`src/rtl/kmap_pkg.sv`:
```
// kmap_pkg: shared constants and FSM state type for the K-map sweep controller.
// Latency: n/a (types and constants only).
// Backpressure: n/a.
package kmap_pkg;

  localparam int N_IN    = 4;   // inputs of the function block under sweep
  localparam int N_CODES = 16;  // 2**N_IN input codes per sweep
  localparam int MM_W    = 5;   // mismatch counter width, holds 0..16
  localparam int CNT_W   = 4;   // settle counter width, SETTLE_CYCLES up to 15

  typedef enum logic [1:0] {
    ST_IDLE,
    ST_DRIVE,
    ST_SAMPLE,
    ST_DONE
  } state_e;

endpackage

```
`src/rtl/kmap_sweep_ctrl.sv`:
```
// kmap_sweep_ctrl: drives all 16 codes into an external 4-input function block, captures its truth
//   table and counts mismatches against an expected table on cared codes.
// Latency: done pulses 16*(SETTLE_CYCLES+1)+1 cycles after the start-accepting edge.
// Backpressure: none; start is only honoured in IDLE and is dropped (not queued) while busy.
// Ports:
//   clk, reset          - sole clock, synchronous active-high reset
//   start, abort        - begin a sweep (IDLE only) / cancel a sweep in DRIVE or SAMPLE
//   f_in                - output of the function block for the code on x_out
//   exp_tt, care_mask   - expected table and care bits, indexed by code
//   x_out               - code presented to the function block
//   busy, done          - not-IDLE flag, one-cycle completion pulse
//   tt, mismatch_cnt    - captured table and cared-mismatch count
//   pass                - last completed sweep had no mismatches
module kmap_sweep_ctrl
  import kmap_pkg::*;
#(
  parameter int unsigned SETTLE_CYCLES = 1  // 1..15
) (
  input  logic               clk,
  input  logic               reset,
  input  logic               start,
  input  logic               abort,
  input  logic               f_in,
  input  logic [N_CODES-1:0] exp_tt,
  input  logic [N_CODES-1:0] care_mask,
  output logic [N_IN-1:0]    x_out,
  output logic               busy,
  output logic               done,
  output logic [N_CODES-1:0] tt,
  output logic [MM_W-1:0]    mismatch_cnt,
  output logic               pass
);

  localparam logic [CNT_W-1:0] SETTLE_LAST = CNT_W'(SETTLE_CYCLES - 1);
  localparam logic [N_IN-1:0]  LAST_CODE   = N_IN'(N_CODES - 1);

  state_e             state_q;
  logic [N_IN-1:0]    x_q;
  logic [CNT_W-1:0]   cnt_q;
  logic               busy_q;
  logic               done_q;
  logic               pass_q;
  logic [N_CODES-1:0] tt_q;
  logic [MM_W-1:0]    mm_q;

  logic               settle_end_d;
  logic               miss_d;
  logic [MM_W-1:0]    mm_d;

  always_comb begin
    settle_end_d = (cnt_q == SETTLE_LAST);
    // Case inequality so an X/Z from the block under test counts as a miss in
    // simulation; synthesis reduces it to an ordinary compare.
    miss_d       = care_mask[x_q] && (f_in !== exp_tt[x_q]);
    mm_d         = mm_q + MM_W'(miss_d);
  end

  always_ff @(posedge clk) begin
    if (reset) begin
      state_q <= ST_IDLE;
      x_q     <= '0;
      cnt_q   <= '0;
      busy_q  <= 1'b0;
      done_q  <= 1'b0;
      pass_q  <= 1'b0;
      tt_q    <= '0;
      mm_q    <= '0;
    end else begin
      done_q <= 1'b0;
      unique case (state_q)
        ST_IDLE: begin
          // start beats a simultaneous abort; abort alone does nothing here.
          if (start) begin
            state_q <= ST_DRIVE;
            busy_q  <= 1'b1;
            x_q     <= '0;
            cnt_q   <= '0;
            tt_q    <= '0;
            mm_q    <= '0;
            pass_q  <= 1'b0;
          end
        end

        ST_DRIVE: begin
          if (abort) begin
            state_q <= ST_IDLE;
            busy_q  <= 1'b0;
            pass_q  <= 1'b0;
            x_q     <= '0;
            cnt_q   <= '0;
          end else if (settle_end_d) begin
            state_q <= ST_SAMPLE;
          end else begin
            cnt_q <= cnt_q + 1'b1;
          end
        end

        ST_SAMPLE: begin
          // An abort here wins over the capture as well as the transition,
          // so tt/mismatch_cnt stay at their values for the codes already done.
          if (abort) begin
            state_q <= ST_IDLE;
            busy_q  <= 1'b0;
            pass_q  <= 1'b0;
            x_q     <= '0;
            cnt_q   <= '0;
          end else begin
            tt_q[x_q] <= f_in;
            mm_q      <= mm_d;
            if (x_q == LAST_CODE) begin
              // x_out stays on the last code; no wrap back to 0.
              state_q <= ST_DONE;
              done_q  <= 1'b1;
            end else begin
              state_q <= ST_DRIVE;
              x_q     <= x_q + 1'b1;
              cnt_q   <= '0;
            end
          end
        end

        ST_DONE: begin
          // start and abort are both ignored in this cycle.
          state_q <= ST_IDLE;
          busy_q  <= 1'b0;
          pass_q  <= (mm_q == '0);
        end

        default: begin
          state_q <= ST_IDLE;
          busy_q  <= 1'b0;
        end
      endcase
    end
  end

  assign x_out        = x_q;
  assign busy         = busy_q;
  assign done         = done_q;
  assign tt           = tt_q;
  assign mismatch_cnt = mm_q;
  assign pass         = pass_q;

endmodule

```
`config.mk`:
```
export PLATFORM = sky130hd
export DESIGN_NAME = kmap_sweep_ctrl
export DESIGN_NICKNAME = d
export VERILOG_FILES = /design/src/rtl/kmap_pkg.sv /design/src/rtl/kmap_sweep_ctrl.sv
export SDC_FILE = /design/constraint.sdc
export NUM_CORES = 1
export LEC_CHECK = 0
export CAP_MARGIN = 0
export CORE_MARGIN = 2
export CORE_UTILIZATION = 45
export DETAILED_ROUTE_END_ITERATION = 10
export DONT_BUFFER_PORTS = 1
export PLACE_DENSITY = 0.57
export SLEW_MARGIN = 20
export SYNTH_ARGS = -nofsm -noshare
export SYNTH_HDL_FRONTEND = slang
export SYNTH_SLANG_ARGS = --single-unit
```
`constraint.sdc`:
```
create_clock -name clk -period 3.6 [get_ports clk]
set_input_delay 0.18 -clock clk [delete_from_list [all_inputs] [get_ports clk]]
set_output_delay 0.18 -clock clk [all_outputs]
set_load 0.02 [all_outputs]
```
==> impl_metrics.tcl <==
set metrics [dict create \
    intPower_uw 687 \
    ys_seq_area_frac 0.322 \
    status "finished, final reports clean" \
    critPathKind "reg -> reg" \
    synth-compound-area-share 0.172 \
    die_w_um 72.6 \
    routed_via_density 6.05 \
    cp-start-kind "flip-flop" \
    finalSetupViolCount 0 \
    initialDrtViolationCount 83 \
    finalCritPeriodShare 0.784 \
    required_ns 3.75 \
    powerDensity_mw_per_mm2 394 \
    tightest_slew_ns 0.885 \
    portBuffers 0 \
    syn-instance-count 248 \
    synth_seq_cells 34 \
    h-tree-depth 2 \
    yosysUniqueCellTypes 42 \
    cp_cell_sequence "mux4_2, and2_1, or4b_1, nand4_1, ha_1, ha_1, a22oi_1, nor2_1" \
    muxShareOfSynthArea 0.0953 \
    antenna_cells 0 \
    dieArea_mm2 0.00526 \
    hold_viol_final 0 \
    cts_resized 0 \
    layout-drive-gt1-share 0.0984 \
    max_stage_delay_ns 0.89 \
    dp_hpwl_mm 3.62 \
    synth_top_area_share 0.322 \
    die-height_um 72.6 \
    yosys_warnings 0 \
    yosys.area_share.xor_xnor 0.0124 \
    cp_num_buf_inv 0 \
    layout.nets 292 \
    cts_max_path_buffers 2 \
    synth_top_family_by_area "simple AND/OR/NAND/NOR gates" \
    ys_top_cells_by_area "dfxtp_1, mux4_2, ha_1" \
    synth.avg_cell_area_um2 8.53 \
    yosys.area_share.simple 0.282 \
    setup-tns-final_ns 0 \
    switchingPower_uw 209 \
    hold_class "in -> reg" \
    start_util 0.476 \
    clockRootBuffer "clkbuf_8" \
    first_global_vias 1750 \
    clk_pin_slew_ns 0.07 \
    core_mm2 0.00444 \
    antenna_found_initial 0 \
    peakVddDrop_mv 0.218 \
    drtAntennaViolNets 0 \
    p_leak_uw 0.000763 \
    wire_per_inst_um 16.6 \
    fin_crit_ns 2.82 \
    dp_cells 287 \
    cts_tree "built" \
    clock_skew_ns 0.00574 \
    clk-insertion-delay-late_ns 0.29 \
    syn_area_mm2 0.00211 \
    cap_violations 0 \
    final_cell_mix "dfxtp_1, nand2_1, a21oi_1" \
    sequentialPowerShare 0.428 \
    synth.largest_area_cell "dfxtp_1" \
    rsz0062_at_grt "false" \
    cpMaxStageDelayCell "dfxtp_1" \
    ioPinCount 65 \
    cp_max_fo 19 \
    drt_wl_total_mm 4.92 \
    cp_top_family "flip-flops" \
    numCtsBuffers 5 \
    place_congestion 0.770 \
    worstPathArrival_ns 2.97 \
    sw_frac_of_total 0.234 \
    drc 0 \
    grt_max_degree 23 \
    pwr-share-clk 0.478 \
    via_count 1790 \
    clkSinkCount 34 \
    rows 24 \
    final_cells 296 \
    synth_nets 297 \
    drv_slew 0 \
    fmax_mhz 354 \
    crit_top_cell "ha_1" \
    yosys.area_share.adder 0.0710 \
    grt_pass1_wl_mm 8.21 \
    p_comb_frac 0.094 \
    gr-total-overflow 0 \
    layout.cells.most_common "dfxtp_1" \
    area_growth_pct 7.46 \
    grt_usage 0.200 \
    first_pass_iters 4 \
    end_kind "flip-flop" \
    maxSlewHeadroom 0.408 \
]
## worst paths after layout
check	from	end	slack [ns]	depth (start not counted)
hold / removal	abort	state_q[1]	0.08	2
hold reg to reg	cnt_q[3]	cnt_q[3]	0.50	2
setup reg to reg	x_out[3]	mismatch_cnt[1]	0.78	8
setup / recovery	x_out[3]	mismatch_cnt[1]	0.78	8
## worst reg2reg max path, cell delays in order (launching register included)
cell     delay [ns]
dfxtp_1        0.89
mux4_2         0.40
and2_1         0.17
or4b_1         0.49
nand4_1        0.10
ha_1           0.17
ha_1           0.23
a22oi_1        0.17
nor2_1         0.05
## cells in the mapped netlist
cell type   n
dfxtp_1    34
nand2_1    24
a21oi_1    23
nor2_1     19
ha_1       12
clkbuf_1   11
nand3_1    10
nand4_1    10
inv_1       9
and2_1      8
mux4_2      8
nand2b_1    8
a21o_1      7
nor2b_1     7
o21ai_0     6
nor3_1      5
a31o_2      4
a32o_1      3
nand3b_1    3
o211ai_1    3
or4_1       3
xor2_1      3
a22o_1      2
a22oi_1     2
and3_1      2
buf_2       2
nor4b_1     2
o31ai_1     2
or3_1       2
or4b_1      2
a211oi_1    1
a31oi_1     1
a41oi_1     1
buf_6       1
mux2_2      1
mux2i_1     1
nand4bb_1   1
nor3b_1     1
nor4_1      1
nor4b_2     1
o21a_1      1
or2_2       1
## power by group through the flow
stage	clock, uW	combinational [uW]	sequential, uW
detailed placement	0	79.4	392
CTS	438	84.7	383
floorplan	0	67.9	392
finish	428	84.3	383
global placement	0	79.7	392
global route	456	95.1	384
## timing repair
item,4_1_cts,5_1_grt
setup buffers,0,0
endpoints found under the hold margin,22,0
hold buffers,1,0
setup endpoints to repair,0,0
## cells by family after synthesis
| kind of cell | after synthesis |
|---|---|
| AOI/OAI and AO/OA | 56 |
| xor gates and xnor gates | 3 |
| adders and majority gates | 12 |
| buffers and inverters | 23 |
| DFF | 34 |
| muxes | 10 |
| and+or+nand+nor | 110 |
## through the flow
step / cell area (um^2) / total power, uW / setup WS, ns / hold slack [ns] / util
2_1_floorplan: 2110 / 460 / 0.928 / 0.369 / -
3_3_place_gp: 2120 / 472 / 0.836 / 0.253 / 0.478
3_5_place_dp: 2120 / 472 / 0.802 / 0.254 / 0.478
4_1_cts: 2270 / 906 / 0.789 / 0.0624 / 0.511
5_1_grt: 2270 / 935 / 0.597 / 0.0681 / 0.511
6_report: 2270 / 896 / 0.777 / 0.0791 / 0.511
## state kept, by name, summed over array words and instances, names as in the netlist
register,count
state_q,2
mismatch_cnt,5
cnt_q,4
x_out,4
done,1
pass,1
tt,16
busy,1
## area by class of cell
type | count | area (um^2)
clock buffer | 5 | 68.8
clock inverter | 3 | 68.8
fill | 433 | 2170
inverter | 9 | 33.8
multi-input combinational | 191 | 1340
sequential | 34 | 681
tap | 52 | 65.1
timing repair buffer | 2 | 17.5
## routing by layer
metal	global-route usage	wire length, um
met3	0.0542	274
met5	0	0
met1	0.251	2250
met2	0.333	2350
met4	0.0617	46
Note: power is estimated with default switching activity, not from simulation.
